--- config.mk ---
export PLATFORM = sky130hd
export DESIGN_NAME = multi_debouncer
export DESIGN_NICKNAME = d
export VERILOG_FILES = /design/src/rtl/multi_debouncer.sv
export SDC_FILE = /design/constraint.sdc
export NUM_CORES = 1
export LEC_CHECK = 0
export ABC_AREA = 0
export BUFFER_PORTS_ARGS = -buffer_cell sky130_fd_sc_hd__buf_2
export CAP_MARGIN = 20
export CORE_AREA = 2 2 130 132
export DETAILED_ROUTE_END_ITERATION = 10
export DIE_AREA = 0 0 132 134
export PLACE_DENSITY = 0.5
export RECOVER_POWER = 50
export SLEW_MARGIN = 30
export SYNTH_ARGS = -nofsm -noshare
export SYNTH_HDL_FRONTEND = slang
export SYNTH_SLANG_ARGS = --single-unit
--- constraint.sdc ---
create_clock -name clk_1KHz -period 4.5 [get_ports clk_1KHz]
set_input_delay 0.9 -clock clk_1KHz [delete_from_list [all_inputs] [get_ports clk_1KHz]]
set_output_delay 0.9 -clock clk_1KHz [all_outputs]
set_load 0.01 [all_outputs]
--- src/rtl/multi_debouncer.sv ---
// Multi-channel push-button/switch debouncer on the 1 kHz tick clock.
// Per channel: two-flop synchroniser, counter-based stability filter, edge pulses and typematic auto-repeat.
module multi_debouncer #(
    parameter int CHANNELS      = 4,
    parameter int STABLE_CYCLES = 8,
    parameter int REPEAT_EN     = 1,
    parameter int REPEAT_DELAY  = 500,
    parameter int REPEAT_RATE   = 100,
    parameter int CNT_W         = 10
) (
    input  logic                clk_1KHz,
    input  logic                reset,
    input  logic [CHANNELS-1:0] noisy,
    output logic [CHANNELS-1:0] debounced,
    output logic [CHANNELS-1:0] rise,
    output logic [CHANNELS-1:0] fall,
    output logic [CHANNELS-1:0] repeat_pulse,
    output logic [CHANNELS-1:0] press
);

    localparam int MAX_A     = (STABLE_CYCLES > REPEAT_DELAY) ? STABLE_CYCLES : REPEAT_DELAY;
    localparam int MAX_COUNT = (MAX_A > REPEAT_RATE) ? MAX_A : REPEAT_RATE;

    localparam logic [CNT_W-1:0] ONE         = CNT_W'(1);
    localparam logic [CNT_W-1:0] STABLE_LAST = CNT_W'(STABLE_CYCLES - 1);
    localparam logic [CNT_W-1:0] DELAY_C     = CNT_W'(REPEAT_DELAY);
    localparam logic [CNT_W-1:0] RATE_C      = CNT_W'(REPEAT_RATE);

    generate
        if (MAX_COUNT > (2 ** CNT_W) - 1) begin : g_bad_cnt_w
            $error("multi_debouncer: CNT_W=%0d cannot hold %0d", CNT_W, MAX_COUNT);
        end
    endgenerate

    typedef enum logic [1:0] {IDLE, DELAY, RPT} rpt_state_t;

    logic [CHANNELS-1:0] sync1;
    logic [CHANNELS-1:0] sync2;

    always_ff @(posedge clk_1KHz or posedge reset) begin
        if (reset) begin
            sync1 <= '0;
            sync2 <= '0;
        end else begin
            sync1 <= noisy;
            sync2 <= sync1;
        end
    end

    for (genvar ch = 0; ch < CHANNELS; ch++) begin : g_ch
        logic [CNT_W-1:0] cnt;
        logic             deb_q;
        logic             rise_q;
        logic             fall_q;
        logic             rpt_q;
        logic             press_q;
        logic             toggle;
        logic             rise_ev;
        logic             fall_ev;
        logic             rpt_w;

        // The filter only flips after the full run of disagreeing samples.
        assign toggle  = (sync2[ch] != deb_q) && (cnt == STABLE_LAST);
        assign rise_ev = toggle & ~deb_q;
        assign fall_ev = toggle & deb_q;

        always_ff @(posedge clk_1KHz or posedge reset) begin
            if (reset) begin
                cnt     <= '0;
                deb_q   <= 1'b0;
                rise_q  <= 1'b0;
                fall_q  <= 1'b0;
                rpt_q   <= 1'b0;
                press_q <= 1'b0;
            end else begin
                rise_q  <= rise_ev;
                fall_q  <= fall_ev;
                rpt_q   <= rpt_w;
                press_q <= rise_ev | rpt_w;
                if (sync2[ch] == deb_q) begin
                    cnt <= '0;
                end else if (toggle) begin
                    deb_q <= ~deb_q;
                    cnt   <= '0;
                end else begin
                    cnt <= cnt + ONE;
                end
            end
        end

        if (REPEAT_EN != 0) begin : g_rpt
            rpt_state_t       state;
            rpt_state_t       state_next;
            logic [CNT_W-1:0] rcnt;
            logic [CNT_W-1:0] rcnt_next;
            logic             rpt_next;

            always_ff @(posedge clk_1KHz or posedge reset) begin
                if (reset) begin
                    state <= IDLE;
                    rcnt  <= '0;
                end else begin
                    state <= state_next;
                    rcnt  <= rcnt_next;
                end
            end

            // A release takes priority, so no repeat can fire on the fall edge.
            always_comb begin
                state_next = state;
                rcnt_next  = rcnt;
                rpt_next   = 1'b0;
                if (rise_ev) begin
                    state_next = DELAY;
                    rcnt_next  = ONE;
                end else if (fall_ev) begin
                    state_next = IDLE;
                    rcnt_next  = '0;
                end else begin
                    case (state)
                        DELAY: begin
                            if (rcnt == DELAY_C) begin
                                rpt_next   = 1'b1;
                                rcnt_next  = ONE;
                                state_next = RPT;
                            end else begin
                                rcnt_next = rcnt + ONE;
                            end
                        end
                        RPT: begin
                            if (rcnt == RATE_C) begin
                                rpt_next  = 1'b1;
                                rcnt_next = ONE;
                            end else begin
                                rcnt_next = rcnt + ONE;
                            end
                        end
                        default: begin
                            state_next = IDLE;
                            rcnt_next  = '0;
                        end
                    endcase
                end
            end

            assign rpt_w = rpt_next;
        end else begin : g_no_rpt
            assign rpt_w = 1'b0;
        end

        assign debounced[ch]    = deb_q;
        assign rise[ch]         = rise_q;
        assign fall[ch]         = fall_q;
        assign repeat_pulse[ch] = rpt_q;
        assign press[ch]        = press_q;
    end

endmodule

==> results of run 1 <==
metrics by stage:
| stage | hold WS, ns | utilization, % | cell area (µm²) | total power [µW] | setup slack (ns) |
|---|---|---|---|---|---|
| final | 0.346 | 39.7 | 6460 | 2730 | 2.20 |
| after global placement | 0.336 | 36.1 | 5880 | 1460 | 2.49 |
| after global routing | 0.348 | 39.7 | 6460 | 2880 | 1.74 |
| after detailed placement | 0.335 | 36.1 | 5880 | 1470 | 2.47 |
| after floorplan | 0.331 | - | 5630 | 1400 | 0.528 |
| after CTS | 0.348 | 39.7 | 6470 | 2780 | 2.48 |
per-layer routing:
layer  GRT usage (%)  vias to the layer above  wire length, µm
met2            19.7                       36             4590
met5               0                        -                0
met4            5.43                        0              154
met1            15.8                     1783             4830
met3            4.08                       12              318
li1                -                     1891                -
worst paths after layout:
path / start / end / slack [ns] / cells after the start
min: sync1[1] / sync2[1] / 0.35 / 0
max: reset / sync2[3] / 2.20 / 3
min in group asynchronous: reset / g_ch[2].deb_q / 1.01 / 2
max in group clk_1KHz: g_ch[1].deb_q / debounced[1] / 2.50 / 1
max reg2reg: g_ch[2].g_rpt.rcnt[0] / g_ch[2].g_rpt.rcnt[8] / 2.56 / 6
min reg2reg: sync1[1] / sync2[1] / 0.35 / 0
where the power goes:
part           switching [µW]  internal [µW]  total [µW]  leakage, µW
Clock                     453            839        1290     0.000291
Combinational             164           95.2         260     0.000867
Sequential               71.0           1110        1180      0.00159
cells in the final DEF, fill, tap and decap left out, types with 20 or more instances in the layout:
cell type,n
dfrtp_1,116
xor2_1,31
ha_1,20
nor2_1,97
inv_1,34
buf_2,25
nand3_1,30
nor3_1,20
xnor2_1,41
nand2_1,31
critical path, cell delays in order:
cell	delay (ns)
buf_2	0.10
clkinvlp_2	1.15
buf_4	0.62
registers in the layout, summed over array words and instances (netlist names):
signal            count
g_ch.deb_q            4
g_ch.cnt             40
g_ch.g_rpt.state      8
sync2                 4
g_ch.fall_q           4
g_ch.rpt_q            4
g_ch.g_rpt.rcnt      40
g_ch.rise_q           4
g_ch.press_q          4
sync1                 4
cell type report:
cell class / count / area [µm²]
multi-input cells: 373 / 2430
repair buffers: 27 / 140
flip-flops and latches: 116 / 2900
well taps: 220 / 275
fillers: 1619 / 9820
clock inverters: 9 / 75.1
clock buffers: 23 / 508
inverters: 35 / 133
cell families (layout without fill, tap and decap cells):
kind of cell / count (synthesis) / in the layout
AO/OA/AOI/OAI: 32 / 32
XOR/XNOR: 72 / 72
adder cells (fa/ha/maj): 20 / 20
buffers and inverters: 58 / 94
flip-flops: 116 / 116
AND/OR/NAND/NOR: 249 / 249
==> run metrics, run 1 <==
post_cts resized=0; max-slew violations=50; HPWL Detailed=6940 µm; die width=132 µm; final hold vios=0; Synth area leader=dfrtp_1; cell with the most instances after synthesis=dfrtp_1; Worst Setup End Kind=async pin; Ant. Diodes=0; WP data arrival=2.82 ns; critical-path maximum fanout=49; status=finished, violations left; first-pass GRT wire length=17,800 µm; Synth Instances=547; multiplexer share of the synthesized area=0%; Clk Latency, worst-skew pair=0.41 ns; syn avg cell area=10.3 µm²; Synth top cells by count=dfrtp_1 (116), nor2_1 (97), xnor2_1 (41); grt total ovfl=0; share of cells above drive strength 1=13.0%; Clock Tree Buf Depth=2; max cap viols=1; Yosys reg bits=116; actual slew at the worst max-slew pin=2.03 ns; Max rail drop VDD=0.265 mV; number of global-route vias before repair=3,797; initial antenna violation count=0; Post-synth EDFFs=0; Rel. slew slack=-35.9%; Compound-Gate Fraction of Synth Area=5.60%; Cell variety after synth=47; register area share after synthesis=51.6%; Mapped Area=5630 µm²; synth warn=0; setup tns final=0 ns; pwr/cell area=423 nW/µm²; DIE AREA=17,700 µm²; Ports=26; Worst setup SP type=primary input; fin cells=803; failing checks=max-capacitance violations, max-slew violations; clock sinks=116; adder-cell share of the synthesized area=4.45%; synthesis-to-finish area growth=14.8%; Via density=4.64; GRT Overall Usage=12.5%; GP Congestion=0.760; 1st-iter DRT viols=215; CTS tree=yes; Yosys top cell area share=51.6%; Remaining DRCs=0; share of flip-flops with an asynchronous set or reset=100%; cts bufs inserted=17; Req. time, crit path=5.02 ns; fin crit share=51.1%; CTS H-tree depth=4; Port-buffer cells=25; postcts setup bufs=0; WL per Instance=12.3 µm; DIE HEIGHT=134 µm; worst hold-check path type=reg2reg; Starting Density=34.6%; ys flop type=dfrtp_1; CTS Hold Buffers Added=0; Post-Synth XOR/XNOR Area=11.2%; fmax=435 MHz; # nets final=596; P_leak=0.00275 µW; vias=3,722; Worst Skew=0.00654 ns; largest family of logic cells by synthesized area=simple AND/OR/NAND/NOR gates; Syn Nets=573; final setup vio count=0; largest net degree at the start of global routing=50; Worst-path clk slew=0.05 ns; row cnt=47; Crit Path Category=in2async; fin crit period=2.30 ns; Inst Count DP=771; Post-Synth Simple-Gate Area=21.9%; routed wire length=9890 µm; core area=16,300 µm²; leading post-synthesis cells by cell area=dfrtp_1 (52%), nor2_1 (6.5%), xnor2_1 (6.4%), xor2_1 (4.8%), ha_1 (4.4%); ANT nets after route=0; root buffer cell=clkbuf_16; RSZ-0062 raised after global routing=no; DR pass1 iterations=4
(Power assumes the default switching activity.)
==> inputs of run 2 (changes only) <==
- PLACE_DENSITY: 0.5 -> 0.52
- clock period: 4.5 -> 1.93 ns (I/O delays scaled with it)
==> run 2 against run 1 <==
  * The flow now finishes without violations
  * Highest routed layer unchanged
  * Clock skew grew 0.00094 ns
  * Critical path type is now reg2reg
  * Utilization grew 1.4 points
  * Global-route usage shrank 0.18 points
  * Largest power group unchanged
  * Register-to-register slack lost 2.5 ns
  * Die area is the same
  * Combinational power grew to 2.7 times the previous value
  * Sequential share of layout area shrank 1.5 points
  * Final cell count grew 2.1%
==> run metrics, run 2 (synthesized netlist as in run 1, its figures left out) <==
status=finished clean; CP top delay family=simple AND/OR/NAND/NOR gates; critical-path maximum fanout=6; Starting Density=34.6%; fmax=540 MHz; P_leak=0.00286 µW; 1st-iter DRT viols=241; Worst-path clk slew=0.06 ns; Port-buffer cells=25; Reg area=2900 µm²; Remaining DRCs=0; worst hold-check path type=in2reg; buffer and inverter count on the worst path=1; crit-path cells=inv_1 > ha_1 > nand4bb_1 > or4_1 > a211oi_1; Clk Latency, worst-skew pair=0.41 ns; final setup vio count=0; clock sinks=116; setup tns final=0 ns; Via density=4.71; RSZ-0062 raised after global routing=no; Crit Path Category=reg2reg; Clock Tree Buf Depth=2; synthesis-to-finish area growth=18.9%; hold path startpoint=noisy[1]; Rel. slew slack=33.5%; Ant. Diodes=0; grt total ovfl=0; row cnt=47; actual slew at the worst max-slew pin=0.992 ns; HPWL Detailed=7030 µm; crit path from=g_ch[0].g_rpt.rcnt[1]; core area=16,300 µm²; postcts setup bufs=0; final hold vios=0; highest-count cells in the layout ignoring fill and taps=dfrtp_1 (116), nor2_1 (97), xnor2_1 (41), inv_1 (34), xor2_1 (31); die width=132 µm; post_cts resized=0; share of cells above drive strength 1=15.7%; CTS tree=yes; WL per Instance=12.4 µm; cts bufs inserted=17; CTS H-tree depth=4; fin crit share=96.0%; vias=3,860; # nets final=613; Req. time, crit path=2.24 ns; pwr/cell area=1040 nW/µm²; flop2flop setup slack=0.08 ns; most common cell after layout, fill and taps aside=dfrtp_1; Min Hold Slack=0.0736 ns; hold depth=1; DR pass1 iterations=4; DIE HEIGHT=134 µm; Ports=26; fin crit period=1.85 ns; Worst Setup End Kind=flop; Slowest cell on crit path=or4_1; Worst Reg-to-Reg Cells=5; Worst R2R Start=g_ch[0].g_rpt.rcnt[1]; largest net degree at the start of global routing=43; number of global-route vias before repair=3,930; routed wire length=10,100 µm; final core occ=41.1%; Worst Skew=0.00747 ns; max cap viols=0; area of the multi-input gates=2450 µm²; WP data arrival=2.16 ns; worst reg2reg endpoint=g_ch[0].g_rpt.state[1]; root buffer cell=clkbuf_16; initial antenna violation count=0; ANT nets after route=0; largest stage delay on the critical path=0.60 ns; hold endpoint=sync1[1]; FILL cells=1,599; Worst setup SP type=flop; max-slew violations=0; largest registers=g_ch.cnt: 40 flops, g_ch.g_rpt.rcnt: 40 flops, g_ch.g_rpt.state: 8 flops; DIE AREA=17,700 µm²; first-pass GRT wire length=17,700 µm; GP Congestion=0.843; Max rail drop VDD=0.641 mV; GRT Overall Usage=12.3%; CTS Hold Buffers Added=0
[run 2: report_power, final]
part | internal [µW] | switching (µW)
logic | 283 | 432
clock network | 2340 | 1170
registers | 2590 | 136
[run 2: area by class of cell]
cell class	instances	area share [%]
Inverter	35	1.98
Clock inverter	14	3.31
Multi-Input combinational cell	373	36.6
Clock buffer	18	6.56
Sequential cell	116	43.4
Tap cell	220	4.11
Timing Repair Buffer	44	4.09
[run 2: worst max-delay path by stage]
| stage | to | slack, ns | depth (start not counted) |
|---|---|---|---|
| detailed placement | g_ch[0].press_q | 0.12 | 4 |
| global route | g_ch[1].g_rpt.rcnt[0] | 0.02 | 6 |
| floorplan | g_ch[0].cnt[0] | 0.13 | 1 |
| CTS | g_ch[0].g_rpt.state[1] | 0.1 | 5 |
| global placement | g_ch[0].g_rpt.state[1] | 0.13 | 5 |
| finish | g_ch[0].g_rpt.state[1] | 0.08 | 5 |
[run 2: metal layers]
| layer | track usage, % | vias to the layer above | part of all wire, % |
|---|---|---|---|
| met5 | 0 | - | 0 |
| li1 | - | 1927 | - |
| met2 | 20.1 | 37 | 47 |
| met4 | 6.70 | 0 | 2.0 |
| met1 | 15.2 | 1882 | 48 |
| met3 | 2.99 | 14 | 2.2 |
[run 2: metrics by stage]
| stage | cell area [µm²] | worst slack, ns | power (µW) | instances |
|---|---|---|---|---|
| after floorplan | 5630 | 0.131 | 3280 | 547 |
| after global placement | 6040 | 0.133 | 3490 | 788 |
| after detailed placement | 6040 | 0.115 | 3490 | 788 |
| after CTS | 6700 | 0.0982 | 7060 | 820 |
| after global routing | 6690 | 0.0203 | 7270 | 820 |
| final | 6690 | 0.0772 | 6950 | 820 |
